**src/rtl/vga_pkg.sv**
```systemverilog
// Shared VGA timing constants for the video pipeline.
// Default 800x600 timing, derived totals, active-window origin, coordinate widths.
package vga_pkg;

  localparam int COL_W = 11;
  localparam int FIL_W = 10;

  localparam int H_VIS_D  = 800;
  localparam int H_FP_D   = 40;
  localparam int H_SYNC_D = 128;
  localparam int H_BP_D   = 88;

  localparam int V_VIS_D  = 600;
  localparam int V_FP_D   = 1;
  localparam int V_SYNC_D = 2;
  localparam int V_BP_D   = 33;

  localparam int H_TOTAL =
    H_VIS_D + H_FP_D + H_SYNC_D + H_BP_D;
  localparam int V_TOTAL =
    V_VIS_D + V_FP_D + V_SYNC_D + V_BP_D;

  // First visible column/row; addressing stages subtract these.
  localparam int H_ACT_INI = H_SYNC_D + H_BP_D;
  localparam int V_ACT_INI = V_SYNC_D + V_BP_D;

endpackage

```
**src/rtl/contador_mod.sv**
```systemverilog
// Wrap-around counter with enable and terminal-count flag.
// Ports: clk, rst, en, q (registered), q_nxt (next value), tc (q == LAST).
module contador_mod #(
  parameter int W    = 11,
  parameter int LAST = 1055
) (
  input  logic         clk,
  input  logic         rst,
  input  logic         en,
  output logic [W-1:0] q,
  output logic [W-1:0] q_nxt,
  output logic         tc
);

  localparam logic [W-1:0] LAST_L = W'(LAST);

  assign tc = (q == LAST_L);

  always_comb begin
    q_nxt = q;
    if (en) begin
      q_nxt = tc ? '0 : q + 1'b1;
    end
  end

  always_ff @(posedge clk or posedge rst) begin
    if (rst) begin
      q <= '0;
    end else begin
      q <= q_nxt;
    end
  end

endmodule

```
**src/rtl/sincronismo_vga.sv**
```systemverilog
// VGA timing generator: column/row counters plus registered sync decode.
// Ports: clk, rst, pix_ce in; Columnas, Filas, hsync, vsync, video_on, fin_cuadro out.
module sincronismo_vga
  import vga_pkg::*;
#(
  parameter int H_VIS    = H_VIS_D,
  parameter int H_FP     = H_FP_D,
  parameter int H_SYNC   = H_SYNC_D,
  parameter int H_BP     = H_BP_D,
  parameter int V_VIS    = V_VIS_D,
  parameter int V_FP     = V_FP_D,
  parameter int V_SYNC   = V_SYNC_D,
  parameter int V_BP     = V_BP_D,
  parameter bit SYNC_POL = 1'b0
) (
  input  logic             clk,
  input  logic             rst,
  input  logic             pix_ce,
  output logic [COL_W-1:0] Columnas,
  output logic [FIL_W-1:0] Filas,
  output logic             hsync,
  output logic             vsync,
  output logic             video_on,
  output logic             fin_cuadro
);

  localparam int H_TOT = H_VIS + H_FP + H_SYNC + H_BP;
  localparam int V_TOT = V_VIS + V_FP + V_SYNC + V_BP;
  localparam int H_INI = H_SYNC + H_BP;
  localparam int V_INI = V_SYNC + V_BP;
  localparam int H_FIN = H_INI + H_VIS;
  localparam int V_FIN = V_INI + V_VIS;

  logic [COL_W-1:0] h_nxt;
  logic [FIL_W-1:0] v_nxt;
  logic             h_tc;
  logic             v_tc;
  logic             h_vis;
  logic             v_vis;

  contador_mod #(
    .W    (COL_W),
    .LAST (H_TOT - 1)
  ) u_hor (
    .clk   (clk),
    .rst   (rst),
    .en    (pix_ce),
    .q     (Columnas),
    .q_nxt (h_nxt),
    .tc    (h_tc)
  );

  contador_mod #(
    .W    (FIL_W),
    .LAST (V_TOT - 1)
  ) u_ver (
    .clk   (clk),
    .rst   (rst),
    .en    (pix_ce & h_tc),
    .q     (Filas),
    .q_nxt (v_nxt),
    .tc    (v_tc)
  );

  // Decode the next counts so the flags line up with the counters.
  assign h_vis = (int'(h_nxt) >= H_INI) &&
                 (int'(h_nxt) <  H_FIN);
  assign v_vis = (int'(v_nxt) >= V_INI) &&
                 (int'(v_nxt) <  V_FIN);

  always_ff @(posedge clk or posedge rst) begin
    if (rst) begin
      hsync      <= SYNC_POL;
      vsync      <= SYNC_POL;
      video_on   <= 1'b0;
      fin_cuadro <= 1'b0;
    end else begin
      hsync      <= (int'(h_nxt) < H_SYNC) ?
                    SYNC_POL : ~SYNC_POL;
      vsync      <= (int'(v_nxt) < V_SYNC) ?
                    SYNC_POL : ~SYNC_POL;
      video_on   <= h_vis & v_vis;
      fin_cuadro <= pix_ce & h_tc & v_tc;
    end
  end

endmodule

```
**config.mk**
```make
export PLATFORM = sky130hd
export DESIGN_NAME = sincronismo_vga
export DESIGN_NICKNAME = d
export VERILOG_FILES = /design/src/rtl/vga_pkg.sv /design/src/rtl/contador_mod.sv /design/src/rtl/sincronismo_vga.sv
export SDC_FILE = /design/constraint.sdc
export NUM_CORES = 1
export LEC_CHECK = 0
export CAP_MARGIN = 20
export CORE_UTILIZATION = 40
export CTS_BUF_LIST = sky130_fd_sc_hd__clkbuf_16
export CTS_CLUSTER_SIZE = 14
export DETAILED_ROUTE_END_ITERATION = 12
export PLACE_DENSITY = 0.68
export SLEW_MARGIN = 20
export SYNTH_ARGS = -nofsm -noshare
export SYNTH_HDL_FRONTEND = slang
export SYNTH_HIERARCHICAL = 1
export SYNTH_SLANG_ARGS = --single-unit
export TNS_END_PERCENT = 10
```
**constraint.sdc**
```tcl
create_clock -name clk -period 5.1 [get_ports clk]
set_clock_uncertainty 0.15 [all_clocks]
set_input_delay 1.02 -clock clk [delete_from_list [all_inputs] [get_ports clk]]
set_output_delay 1.02 -clock clk [all_outputs]
set_load 0.02 [all_outputs]
```
After elaboration in Yosys (flattened, before gate mapping)
Cells that the tools add are included.
{ "totals": {"output_inout_bits": 25, "ff_bits": 25, "input_bits": 3} }
{ "classes": {"n_bitwise": 3, "n_reduce_logical": 2, "n_eq_ne": 2, "magnitude_cmp": 6, "add_sub_neg": 2, "mux": 6} }
{ "ops": {"columns": ["cell", "count"], "rows": [
  ["$mux W11", 2],
  ["$mux W10", 2],
  ["$add A11 B1 Y11 const B", 1],
  ["$eq A11 B11 Y1 const B", 1],
  ["$ge A11 B8 Y1 const B", 1],
  ["$lt A11 B10 Y1 const B", 1],
  ["$lt A11 B8 Y1 const B", 1],
  ["$add A10 B1 Y10 const B", 1],
  ["$eq A10 B10 Y1 const B", 1],
  ["$ge A10 B6 Y1 const B", 1],
  ["$lt A10 B10 Y1 const B", 1],
  ["$lt A10 B2 Y1 const B", 1],
  ["$and A1 B1 Y1", 3],
  ["$logic_and A1 B1 Y1", 2],
  ["$mux W1", 2]
]} }

Logic depth before layout (Yosys ltp)
{ "logic_depth": {"word_depth": 6, "mapped_depth": 12, "depth_no_buf": 12} }

Modules after synthesis
The synthesis kept the hierarchy.
{ "modules_own_cells": {"columns": ["module", "cells_per_inst", "area_per_inst_um2", "instances", "seq_area_each_um2"], "rows": [
  ["contador_mod (u_hor)", 53, 585.6, 1, 275.3],
  ["contador_mod (u_ver)", 53, 535.5, 1, 250.2],
  ["sincronismo_vga", 29, 239.0, 1, 100.1]
]} }

Worst setup path after synthesis
No wires, ideal clock.
{ "synth_timing": {"path_type": "reg-to-reg", "startpoint": "register u_hor.q[9]", "endpoint": "register video_on", "stages_incl_launch_ff": 11, "path_buffers": 0, "arrival_ns": 2.715, "synth_period_minus_slack_ns": 3.001, "setup_slack_ns": 2.099, "path_cell_list": "dfrtp_1 -> or4b_4 -> nor4_4 -> and2_1 -> nand2_1 -> nor2_1 -> nand3_1 -> xnor2_1 -> or2_4 -> nor4_1 -> a211oi_1"} }
{ "synth_via": {"elab_chain_cells": 6, "elab_cells_between_ends": 13} }
{ "synth_lines": {"columns": ["element", "line", "rtl"], "rows": [
  ["start, declared", "contador_mod.sv:10", "output logic [W-1:0] q,"],
  ["start signal, assigned", "contador_mod.sv:30", "q <= q_nxt;"],
  ["$eq A11 B11 Y1 (*)", "contador_mod.sv:17", "assign tc = (q == LAST_L);"],
  ["net h_tc", "sincronismo_vga.sv:36", "logic h_tc;"],
  ["$and A1 B1 Y1 (*)", "sincronismo_vga.sv:59", ".en (pix_ce & h_tc),"],
  ["$mux W10 (*)", "contador_mod.sv:21", "if (en) begin"],
  ["net v_nxt[8]", "sincronismo_vga.sv:35", "logic [FIL_W-1:0] v_nxt;"],
  ["$ge A10 B6 Y1 / $lt A10 B10 Y1 (equally long branches)", "sincronismo_vga.sv:68, sincronismo_vga.sv:69", null],
  ["$logic_and A1 B1 Y1 (*)", "sincronismo_vga.sv:68", "assign v_vis = (int'(v_nxt) >= V_INI) &&"],
  ["$and A1 B1 Y1 (*)", "sincronismo_vga.sv:82", "video_on <= h_vis & v_vis;"],
  ["end signal, assigned", "sincronismo_vga.sv:82", null],
  ["end, declared", "sincronismo_vga.sv:23", "output logic video_on,"]
]} }
The timed path passes the listed nets; every way through them passes the cells marked *.

Worst setup path in the final report
{ "layout_timing": {"startpoint": "input pix_ce", "endpoint": "register video_on"} }
{ "layout_via": {"elab_chain_cells": 5, "elab_cells_between_ends": 10} }
{ "layout_lines": {"columns": ["element", "line", "rtl"], "rows": [
  ["start, declared", "sincronismo_vga.sv:18", "input logic pix_ce,"],
  ["$and A1 B1 Y1 (*)", "sincronismo_vga.sv:59", null],
  ["$mux W10 (*)", "contador_mod.sv:21", null],
  ["net v_nxt[9]", "sincronismo_vga.sv:35", null],
  ["$ge A10 B6 Y1 / $lt A10 B10 Y1 (equally long branches)", "sincronismo_vga.sv:68, sincronismo_vga.sv:69", null],
  ["$logic_and A1 B1 Y1 (*)", "sincronismo_vga.sv:68", null],
  ["$and A1 B1 Y1 (*)", "sincronismo_vga.sv:82", null]
]} }
Marked as above.

==> metrics <==
status=completed; Worst EP required=5.08 ns; RSZ-0062 raised after global routing=no; leakage dissipation=0.749 nW; final setup fails=0; total core area=3130 um^2; syn_area_per_cell=10.1 um^2; global route overflow=0; Synth-to-Final Area Change=27.5%; Routed WL=3010 um; Top cell by count, worst path=a31oi_1; # resized after CTS=0; crit path kind=input port to register; die height=60.3 um; max incr delay on CP=0.69 ns; total die area=3640 um^2; Mapped Area=1360 um^2; CTS tree=yes; CTS Buffer Depth=2; CP bufs+invs=1; post-layout total power=0.567 mW; Root Driver=clkbuf_16; Fin. Hold Viols=0; Tot GR Track Use=18.5%; initial antenna violation count=0; dpl cell area=1650 um^2; Vias/cell=5.36; drt pass-1 iters=4; initial cell density of the core=43.5%; synth unique cells=41; Max-Cap Viols=0; GR Layer Usage met3=4.55%; vias in the first global route=1060; fin crit period=3.42 ns; Peak supply drop=293 uV; register area=626 um^2; antenna diode count=0; cts bufs inserted=3; sequential share of the synthesized area=46.0%; met2 Use GR=28.6%; Finished Cell Area=1730 um^2; CP endpoint kind=register; Post-CTS Setup Inserts=0; clk sinks=25; Synth Register Bits=25; vias=1110; max-slew violations=0; grt met1 use=25.1%; worst slew pin tran=0.478 ns; post-route ant nets=0; clock latency on the worst-skew pair=0.26 ns; P per Cell Area=327 nW/um^2; Die W=60.3 um; share of cells above drive strength 1=9.20%; Worst path slowest cell=clkdlybuf4s50_1; Max Fclk=293 MHz; Final HPWL DP=2330 um; gp weighted congestion=0.842; syn_nets=140; most used routing layer in global routing=met2; Post-Synthesis Cells=135; IO Count=28; dpl cells=203; nets@finish=169; detailed-route DRC error count=0; Finished Layout Cells=207; hold buffers post-CTS=0; Iteration-0 DRC Markers=33; Slew Limit Headroom=68.0%; HP Class=register to register; DR WL/cell=14.5 um; first-pass GRT wire length=4890 um; Core Rows=20; largest net degree at the start of global routing=16; crit path max fanout=11; multi-input logic area=678 um^2; Sum Neg Setup Slack=0 ns; post-layout util=55.4%; clk slew on worst S/H paths=0.07 ns; Max H-tree Level=1; crit path launch type=input port; critical path's top delay family=simple AND/OR/NAND/NOR gates; CP cell instances=clkdlybuf4s50_1 -> and2_1 -> and4_1 -> a31oi_1 -> a31oi_1 -> nand3_1 -> nor4_1 -> a211oi_1; warnings from Yosys=6; Buffers on Ports=27; CP Data Arrival Time=3.40 ns; Tcrit/Tclk final=67.0%; # fillers=293
[metrics by stage]
stage,setup WS (ns),hold slack (ns)
final,1.68,0.440
after global routing,1.46,0.455
after CTS,1.72,0.436
after detailed placement,1.48,0.427
after global placement,1.56,0.421
after floorplan,2.10,0.498
[area by class of cell]
type | instances | area share [%]
inverter | 6 | 1.30
clock buffer | 3 | 4.33
sequential | 25 | 36.1
multi-input combinational | 101 | 39.1
clock inverter | 1 | 0.433
timing repair buffer | 27 | 15.6
tap | 44 | 3.17
[synthesized netlist by cell type (all sizes together)]
| cell | n | share of area (%) |
|---|---|---|
| o21a | 1 | 0.55 |
| nor4 | 2 | 2.0 |
| o31ai | 1 | 0.55 |
| nor3 | 5 | 1.8 |
| a21oi | 6 | 2.5 |
| xor2 | 3 | 1.9 |
| and2 | 1 | 0.46 |
| inv | 6 | 1.7 |
| mux2 | 2 | 1.7 |
| o22ai | 2 | 0.92 |
| o211ai | 1 | 0.55 |
| or3 | 2 | 0.92 |
| and3 | 7 | 3.6 |
| nand2 | 16 | 4.4 |
| a21o | 1 | 0.55 |
| or4 | 1 | 0.55 |
| a31oi | 3 | 1.4 |
| o21ai | 4 | 1.7 |
| nand2b | 4 | 1.8 |
| ha | 2 | 1.8 |
| nand3 | 6 | 2.2 |
| dfrtp | 25 | 46 |
| nor4b | 1 | 1.7 |
| or2 | 1 | 0.64 |
| and4 | 1 | 0.64 |
| a211oi | 1 | 0.55 |
| nand4 | 7 | 3.7 |
| and4bb | 1 | 0.92 |
| xnor2 | 7 | 4.5 |
| a21boi | 1 | 0.55 |
| or4b | 1 | 1.0 |
| mux2i | 1 | 0.74 |
| buf | 3 | 2.5 |
| nor2 | 8 | 2.2 |
| nor2b | 1 | 0.64 |
[layout by cell type, fill, tap and decap left out, types with 2 or more instances in the layout]
cell | Yosys | final
a21oi_1 | 5 | 5
a31oi_1 | 3 | 3
and3_1 | 6 | 6
clkbuf_16 | 0 | 3
clkdlybuf4s50_1 | 0 | 27
dfrtp_1 | 25 | 25
ha_1 | 2 | 2
inv_1 | 6 | 6
mux2_2 | 2 | 2
nand2_1 | 16 | 16
nand2b_1 | 4 | 4
nand3_1 | 6 | 6
nand4_1 | 6 | 6
nor2_1 | 8 | 8
nor3_1 | 5 | 5
o21ai_1 | 2 | 2
o22ai_1 | 2 | 2
or3_1 | 2 | 2
xnor2_1 | 7 | 7
xor2_1 | 3 | 3
[flip-flops by register name, indices dropped and copies added (netlist names)]
register	cells
vsync	1
fin_cuadro	1
video_on	1
u_hor/q	11
hsync	1
u_ver/q	10
[kinds of logic after synthesis]
kind of cell	Yosys count	share of synthesized area, %
buffers and inverters	9	4.14
flip-flops	25	46.0
adder cells (fa/ha/maj)	2	1.84
multiplexers	3	2.39
AO/OA/AOI/OAI	21	9.84
AND/OR/NAND/NOR	65	29.3
XOR/XNOR	10	6.44
[path summary, 6_finish.rpt]
path / startpoint / to / slack (ns) / cells after the start
min in group asynchronous: rst / vsync / 0.88 / 2
max in group asynchronous: rst / u_hor/q[3] / 3.50 / 2
worst max-delay path: pix_ce / video_on / 1.68 / 8
worst min register to register: u_hor/q[9] / u_hor/q[9] / 0.44 / 1
worst max register to register: u_hor/q[9] / video_on / 1.82 / 9
worst min-delay path: u_hor/q[9] / u_hor/q[9] / 0.44 / 1
[where the power goes]
group / switching (mW) / leakage (nW) / internal, mW
registers: 0.0363 / 0.312 / 0.219
clock network: 0.0691 / 0.0371 / 0.106
logic: 0.0751 / 0.399 / 0.0604
total: 0.180 / 0.749 / 0.386
[per-layer routing]
layer,vias to the layer above,wire (um)
li1,545,-
met1,523,1390
met2,36,1390
met3,6,153
met4,0,72
met5,-,0
[worst reg2reg max path, stage by stage, from the launching register on]
cell	delay (ns)
dfrtp_1	0.43
or4b_4	0.59
nor4_4	0.30
and2_1	0.32
and4_1	0.34
a31oi_1	0.11
a31oi_1	0.40
nand3_1	0.15
nor4_1	0.29
a211oi_1	0.08
(Power assumes the default switching activity.)
